File: src/rtl/regfile_port_decoder.sv
// regfile_port_decoder
//   Registered read/write wordline decoder plus a busy-bit scoreboard for the
//   register file. It sits between decode and the register-file bit array.
//
//   Parameters
//     ADDR_W   register ID width (NREGS = 2**ADDR_W, derived)
//     NUM_RD   number of read ports
//     ZERO_REG 1 = register 0 is hardwired zero (never written, never busy)
//
//   Ports
//     clk_i          clock, rising edge
//     rst_n_i        asynchronous active-low reset
//     rd_en_i        per-port read request
//     rd_addr_i      per-port register ID, port p at [p*ADDR_W +: ADDR_W]
//     wr_en_i        register-file write this cycle (retiring instruction)
//     wr_addr_i      write register ID
//     rsv_en_i       reserve destination register (issuing instruction)
//     rsv_addr_i     register ID to reserve
//     rd_wordline_o  registered one-hot read wordlines, port p at [p*NREGS +: NREGS]
//     rd_valid_o     registered; read requested and not stalled
//     rd_bypass_o    registered; port takes write data instead of array data
//     rd_stall_o     registered; port hit a busy register with no same-cycle write
//     wr_wordline_o  registered one-hot write wordline
//     busy_o         scoreboard, one bit per register
module regfile_port_decoder #(
  parameter int ADDR_W   = 4,
  parameter int NUM_RD   = 2,
  parameter int ZERO_REG = 1
) (
  input  logic                              clk_i,
  input  logic                              rst_n_i,
  input  logic [NUM_RD-1:0]                 rd_en_i,
  input  logic [NUM_RD*ADDR_W-1:0]          rd_addr_i,
  input  logic                              wr_en_i,
  input  logic [ADDR_W-1:0]                 wr_addr_i,
  input  logic                              rsv_en_i,
  input  logic [ADDR_W-1:0]                 rsv_addr_i,
  output logic [NUM_RD*(2**ADDR_W)-1:0]     rd_wordline_o,
  output logic [NUM_RD-1:0]                 rd_valid_o,
  output logic [NUM_RD-1:0]                 rd_bypass_o,
  output logic [NUM_RD-1:0]                 rd_stall_o,
  output logic [(2**ADDR_W)-1:0]            wr_wordline_o,
  output logic [(2**ADDR_W)-1:0]            busy_o
);

  localparam int NREGS = 2**ADDR_W;
  localparam bit ZR    = (ZERO_REG != 0);

  logic [NUM_RD*NREGS-1:0] rd_wl_d, rd_wl_q;
  logic [NUM_RD-1:0]       rd_valid_d, rd_valid_q;
  logic [NUM_RD-1:0]       rd_bypass_d, rd_bypass_q;
  logic [NUM_RD-1:0]       rd_stall_d, rd_stall_q;
  logic [NREGS-1:0]        wr_wl_d, wr_wl_q;
  logic [NREGS-1:0]        busy_d, busy_q;

  function automatic logic [NREGS-1:0] onehot(input logic [ADDR_W-1:0] a);
    logic [NREGS-1:0] v;
    v    = '0;
    v[a] = 1'b1;
    return v;
  endfunction

  // Read ports: all conditions use the pre-edge scoreboard, so a reservation
  // made this cycle cannot stall a read made in the same cycle.
  always_comb begin
    logic [ADDR_W-1:0] addr;
    logic              is_zero;
    logic              hit_wr;
    logic              stall;
    rd_wl_d     = '0;
    rd_valid_d  = '0;
    rd_bypass_d = '0;
    rd_stall_d  = '0;
    addr        = '0;
    is_zero     = 1'b0;
    hit_wr      = 1'b0;
    stall       = 1'b0;
    for (int p = 0; p < NUM_RD; p++) begin
      addr    = rd_addr_i[p*ADDR_W +: ADDR_W];
      is_zero = ZR && (addr == '0);
      hit_wr  = wr_en_i && (wr_addr_i == addr);
      stall   = rd_en_i[p] && busy_q[addr] && !hit_wr && !is_zero;
      rd_bypass_d[p] = rd_en_i[p] && hit_wr && !is_zero;
      rd_stall_d[p]  = stall;
      rd_valid_d[p]  = rd_en_i[p] && !stall;
      if (rd_en_i[p] && !stall) begin
        rd_wl_d[p*NREGS +: NREGS] = onehot(addr);
      end
    end
  end

  always_comb begin
    wr_wl_d = '0;
    if (wr_en_i && !(ZR && (wr_addr_i == '0))) begin
      wr_wl_d = onehot(wr_addr_i);
    end
  end

  // Scoreboard: a same-cycle reservation wins over the retiring write because
  // it belongs to the younger instruction.
  always_comb begin
    logic set_r;
    logic clr_r;
    busy_d = '0;
    set_r  = 1'b0;
    clr_r  = 1'b0;
    for (int r = 0; r < NREGS; r++) begin
      set_r     = rsv_en_i && (rsv_addr_i == ADDR_W'(r));
      clr_r     = wr_en_i && (wr_addr_i == ADDR_W'(r));
      busy_d[r] = set_r || (busy_q[r] && !clr_r);
    end
    if (ZR) begin
      busy_d[0] = 1'b0;
    end
  end

  always_ff @(posedge clk_i or negedge rst_n_i) begin
    if (!rst_n_i) begin
      rd_wl_q     <= '0;
      rd_valid_q  <= '0;
      rd_bypass_q <= '0;
      rd_stall_q  <= '0;
      wr_wl_q     <= '0;
      busy_q      <= '0;
    end else begin
      rd_wl_q     <= rd_wl_d;
      rd_valid_q  <= rd_valid_d;
      rd_bypass_q <= rd_bypass_d;
      rd_stall_q  <= rd_stall_d;
      wr_wl_q     <= wr_wl_d;
      busy_q      <= busy_d;
    end
  end

  assign rd_wordline_o = rd_wl_q;
  assign rd_valid_o    = rd_valid_q;
  assign rd_bypass_o   = rd_bypass_q;
  assign rd_stall_o    = rd_stall_q;
  assign wr_wordline_o = wr_wl_q;
  assign busy_o        = busy_q;

endmodule

File: config.mk
export PLATFORM = sky130hd
export DESIGN_NAME = regfile_port_decoder
export DESIGN_NICKNAME = d
export VERILOG_FILES = /design/src/rtl/regfile_port_decoder.sv
export SDC_FILE = /design/constraint.sdc
export NUM_CORES = 1
export LEC_CHECK = 0
export CORE_MARGIN = 4
export CORE_UTILIZATION = 52
export CTS_BUF_LIST = sky130_fd_sc_hd__clkbuf_4 sky130_fd_sc_hd__clkbuf_8
export DETAILED_ROUTE_END_ITERATION = 10
export PLACE_DENSITY = 0.87
export SYNTH_ARGS = -nofsm -noshare
export SYNTH_HDL_FRONTEND = slang
export SYNTH_SLANG_ARGS = --single-unit
File: constraint.sdc
create_clock -name clk_i -period 3.6 [get_ports clk_i]
set_input_delay 0.9 -clock clk_i [delete_from_list [all_inputs] [get_ports clk_i]]
set_output_delay 0.9 -clock clk_i [all_outputs]
set_load 0.05 [all_outputs]
Word-level counts from Yosys, hierarchy flattened
Cells that the tools add are included.
{ "word_totals": {"ff_bits": 69, "latchBits": 0, "ram_bits": 0, "mem_bits_ro": 0, "input_bits": 22, "elab_cells": 160, "n_memories": 0} }
{ "classes": {"addsub": 0, "multipliers": 0, "div": 0, "magnitude_cmp": 6, "n_eq_ne": 32, "shifts": 0, "n_mux": 13, "n_bitwise": 0, "reduce_logical": 103} }
{ "op_table": {"columns": ["operator", "n"], "rows": [
  ["$eq A4 B4 Y1 const B", 16],
  ["$logic_and A1 B1 Y1", 63],
  ["$mux W16", 3],
  ["$eq A4 B3 Y1 const B", 8],
  ["$logic_not A1 Y1", 22],
  ["$eq A4 B2 Y1 const B", 4],
  ["$logic_or A1 B1 Y1", 15],
  ["$lt A4 B5 Y1 const B", 3],
  ["$demux W1 S4", 3],
  ["$ge A4 B1 Y1 const B", 3],
  ["$logic_not A4 Y1", 3],
  ["$bmux W1 S4", 2],
  ["$eq A4 B1 Y1 const B", 2],
  ["$eq A4 B4 Y1", 2],
  ["$mux W1", 5]
]} }

Logic depth before layout (Yosys ltp)
{ "logic_depth": {"ltp_word": 8, "ltp_mapped": 6} }

Worst setup path after synthesis
Ideal clock, no wire load.
{ "synth_path": {"path_type": "input to register", "startpoint": "in rd_addr_i[0]", "endpoint": "reg rd_stall_q[0], in the netlist rd_stall_o[0]", "setup_ps": 119, "arrival_time_ps": 2064, "required_ps": 3481, "path_slack_ps": 1417, "cell_stages": 5, "cell_sequence": "buf_4 mux4_2 a22oi_1 o311ai_1 and2_1"} }
{ "synth_via": {"elab_chain_len": 5} }
{ "synth_rtl": {"columns": ["element", "line_no", "rtl"], "rows": [
  ["start, declared", "33", "input logic [NUM_RD*ADDR_W-1:0] rd_addr_i,"],
  ["$bmux W1 S4 / $eq A4 B4 Y1 (equally long branches)", "82, 81", null],
  ["$mux W1 (not written as such) / $logic_and A1 B1 Y1 (equally long branches)", "82, 81", null],
  ["$logic_and A1 B1 Y1 / $logic_not A1 Y1 (equally long branches)", "82", "stall = rd_en_i[p] && busy_q[addr] && !hit_wr && !is_zero;"],
  ["$logic_and A1 B1 Y1", "82", null],
  ["$logic_and A1 B1 Y1 *", "82", null],
  ["named net rd_stall_d[0]", "52", "logic [NUM_RD-1:0] rd_stall_d, rd_stall_q;"],
  ["end signal, assigned", "129", "rd_stall_q <= rd_stall_d;"],
  ["end, declared", "52", null]
]} }
Mark *: on every way through the listed nets, which the timed path passes. The rest lies on a longest branch. The select of a mux whose other input is x is not followed.

Worst setup path after layout
{ "layout_path": {"startpoint": "in rd_addr_i[0]", "endpoint": "reg rd_wl_q[7], in the netlist rd_wordline_o[7]"} }
{ "layout_via": {"elab_chain_len": 8} }
{ "layout_rtl": {"columns": ["element", "line_no", "rtl"], "rows": [
  ["$bmux W1 S4 / $eq A4 B4 Y1 (equally long branches)", "82, 81", null],
  ["$mux W1 (not written as such) / $logic_and A1 B1 Y1 (equally long branches)", "82, 81", null],
  ["$logic_and A1 B1 Y1 / $logic_not A1 Y1 (equally long branches)", "82", null],
  ["$logic_and A1 B1 Y1 (2 in a row)", "82", null],
  ["$logic_not A1 Y1", "86", "if (rd_en_i[p] && !stall) begin"],
  ["$logic_and A1 B1 Y1", "86", null],
  ["$mux W16 *", "86", null],
  ["named net rd_wl_d[7]", "49", "logic [NUM_RD*NREGS-1:0] rd_wl_d, rd_wl_q;"],
  ["end signal, assigned", "126", "rd_wl_q <= rd_wl_d;"],
  ["end, declared", "49", null]
]} }
Marked as above.

==> results.py <==
metrics = {
    "grt": {
        "use_met2": 0.363,
        "grt_pass1_wl_mm": 12.4,
        "grt_overflow": 0,
        "grt_usage": 0.227,
        "use_met3": 0.0642,
        "grt_antenna_before_repair": 0,
        "grt_pass1_vias": 2466,
        "grt_start_max_net_pins": 49,
        "busiest_layer": "met2",
        "met1_usage": 0.289,
    },
    "timing": {
        "setup_ws_ns": 0.732,
        "relSlewSlack": 0.192,
        "max_freq_ghz": 0.349,
        "tns_ns": 0,
        "period_needed_ns": 2.87,
        "tightest_slew_ns": 1.21,
        "slew_violations": 0,
        "setup_viol": 0,
        "rsz0062_at_grt": "no",
        "finClkSkew_ns": 0.00729,
        "period_share": 0.797,
        "hold_viol": 0,
    },
    "hold_path": {
        "min_path_cells": 2,
        "min_path_type": "flop to flop",
    },
    "clock_network": {
        "cts_root_buffer": "clkbuf_8",
        "cts_tree": "done",
        "cts_sinks": 69,
        "clock_path_buffers": 2,
        "cts_resized": 0,
        "cts_setup_buffers": 0,
        "h-tree-depth": 3,
        "clkLatencyLatePin_ns": 0.35,
        "clk_pin_slew_ns": 0.07,
        "cts_buffers": 9,
        "ctsHoldBuffers": 0,
    },
    "power_and_ir_drop": {
        "max-vdd-ir-drop_uv": 369,
        "p_total_w": 0.00198,
        "p_leak_nw": 1.76,
        "sequentialPowerShare": 0.446,
        "swShare": 0.359,
        "power_switching_w": 0.000710,
        "p_comb_frac": 0.279,
        "clkPwrFrac": 0.275,
        "p_per_area_nw_per_um2": 484,
        "p_int_w": 0.00127,
    },
    "logic_synthesis": {
        "ys_types": 45,
        "yosys-top-cells-area": "dfrtp_1 (58%), mux4_2 (6.0%), nor2_1 (4.4%)",
        "ys_seq_area_frac": 0.577,
        "netlist_instances": 274,
        "ys_warn_count": 0,
        "synth_area_um2": 2990,
        "synthArstFlopShare": 1.00,
        "synth_top_area_frac": 0.577,
        "ys_ff_latch": 69,
        "synth_area_per_cell_um2": 10.9,
        "ys_dominant_reg_cell": "dfrtp_1",
        "synth_edf_count": 0,
        "yosysTopAreaCell": "dfrtp_1",
    },
    "worst_setup_path": {
        "required_ns": 3.75,
        "path_class": "input port to flop",
        "path_buf_inv": 1,
        "crit_path_max_fanout": 14,
        "worstPathArrival_ns": 3.02,
        "cp_slowest_cell": "a31oi_1",
        "worst-path-stages": 4,
        "reg2reg_depth": 4,
        "critical-path-top-delay-family": "compound AO/OA/AOI/OAI gates",
        "crit_path_end_kind": "flop",
        "crit_chain": "clkdlybuf4s50_1 -> xnor2_1 -> a31oi_1 -> a21oi_1",
        "cp_slowest_stage_delay_ns": 0.98,
        "cp-start-kind": "input port",
    },
    "drt": {
        "vias": 2459,
        "drc": 0,
        "wl_mm": 7.48,
        "wl_per_cell_um": 16.9,
        "drtIter0Drc": 187,
        "post_drt_via_cell_ratio": 5.55,
        "dr.pass1.iters": 4,
        "ant_nets": 0,
    },
    "job": {
        "maxCapViolCount": 0,
    },
    "cells_and_area": {
        "multi_input_area_um2": 1140,
        "nets": 388,
        "seq_area_um2": 1730,
        "fin_cells": 443,
        "fill_cells": 407,
        "num_antenna_cells": 0,
        "syn_to_final_growth_pct": 36.6,
        "drive_above_1_share": 0.0943,
    },
    "floorplanning": {
        "core_area_um2": 5540,
        "start_util": 0.540,
        "die_w_um": 83.9,
        "num_io_pins": 92,
        "die-area_um2": 7040,
        "dieHeight_um": 83.9,
        "rows": 27,
    },
    "placed_design": {
        "gp_congestion": 0.943,
        "dp_hpwl_mm": 5.48,
        "port_buffers": 90,
        "place_ws_ns": 0.489,
        "placed_cells": 427,
    },
    "status": {
        "status": "finished, final reports clean",
    },
}
## path summary, 6_finish.rpt
kind | startpoint | end | slack (ns)
setup / recovery | rd_addr_i[0] | rd_wordline_o[7] | 0.73
min in group asynchronous | rst_n_i | rd_wordline_o[11] | 0.72
max in group asynchronous | rst_n_i | busy_o[12] | 2.12
hold reg to reg | busy_o[10] | busy_o[10] | 0.58
hold / removal | busy_o[10] | busy_o[10] | 0.58
setup reg to reg | busy_o[15] | rd_stall_o[0] | 1.95
## Yosys cell counts, types with 2 or more instances
master,n
buf_6,4
nor3_1,4
xor2_1,3
nand2b_1,6
and2_1,3
nand3b_1,4
a211oi_1,3
a21oi_1,14
xnor2_1,2
and3_1,2
dfrtp_1,69
nor4b_1,3
buf_4,2
a31oi_1,2
o32ai_1,3
buf_2,2
inv_1,10
o21ai_0,24
nand2_1,32
clkbuf_1,4
or3b_2,2
mux2i_1,2
nor2_1,35
nand3_1,7
nor2b_1,3
nor3b_1,3
mux4_2,8
## metrics by stage
step / instance area (um^2) / utilization / hold WS, ns
floorplan: 3000 / - / 0.604
global placement: 3910 / 0.706 / 0.534
detailed placement: 3910 / 0.706 / 0.557
CTS: 4090 / 0.738 / 0.578
global route: 4090 / 0.738 / 0.619
finish: 4090 / 0.738 / 0.582
## per-layer routing
metal,vias up,part of all wire
li1,1135,-
met1,1180,0.40
met2,127,0.49
met3,17,0.085
met4,0,0.025
met5,-,0
## cells in the final DEF (no fill, tap or decap), types with 2 or more instances in the layout
| master | Yosys | routed |
|---|---|---|
| nand2b_1 | 6 | 6 |
| mux4_2 | 8 | 8 |
| nand3b_1 | 4 | 4 |
| dfrtp_1 | 69 | 69 |
| nor2_1 | 35 | 35 |
| a211oi_1 | 3 | 3 |
| o32ai_1 | 3 | 3 |
| nor4b_1 | 3 | 3 |
| nor3b_1 | 3 | 3 |
| a21oi_1 | 14 | 14 |
| clkbuf_8 | 0 | 9 |
| nor2b_1 | 3 | 3 |
| conb_1 | 1 | 2 |
| clkinvlp_4 | 0 | 5 |
| inv_1 | 10 | 10 |
| a31oi_1 | 2 | 2 |
| buf_4 | 2 | 2 |
| mux2i_1 | 2 | 2 |
| or3b_2 | 2 | 2 |
| xor2_1 | 3 | 3 |
| and3_1 | 2 | 2 |
| nand3_1 | 7 | 7 |
| o21ai_0 | 24 | 24 |
| nor3_1 | 4 | 4 |
| nand2_1 | 32 | 32 |
| and2_1 | 3 | 3 |
| xnor2_1 | 2 | 2 |
| clkdlybuf4s50_1 | 0 | 89 |
## area by class of cell
class,instances,area share
flip-flops and latches,69,0.422
multi-input cells,183,0.280
clock buffers,9,0.0303
inverters,11,0.0101
well taps,72,0.0220
repair buffers,92,0.223
clock inverters,7,0.0125
## power groups by stage
stage	combinational, W	sequential, W	clock [W]
2_1_floorplan	0.000174	0.00106	0
3_3_place_gp	0.000536	0.000895	0
3_5_place_dp	0.000547	0.000896	0
4_1_cts	0.000551	0.000881	0.000554
5_1_grt	0.000586	0.000889	0.000599
6_report	0.000551	0.000883	0.000545
## state kept, by name, summed over array words and instances, names as in the netlist
register	cells
busy_o	15
rd_bypass_o	2
rd_stall_o	2
rd_valid_o	2
rd_wordline_o	32
wr_wordline_o	16
## cells by family after synthesis
family,after synthesis,synth area share
simple gates,107,0.172
mux,11,0.0706
other cells,1,0.00125
buf+inv,23,0.0422
flops,69,0.577
xor+xnor,5,0.0146
compound gates,58,0.122
## worst reg2reg max path: cells and delay by family, from the launching register on
| kind | cells | cell delay [ns] |
|---|---|---|
| flops | 1 | 0.44 |
| mux | 1 | 0.58 |
| compound gates | 2 | 0.34 |
| simple gates | 1 | 0.19 |
(Power assumes the default switching activity.)
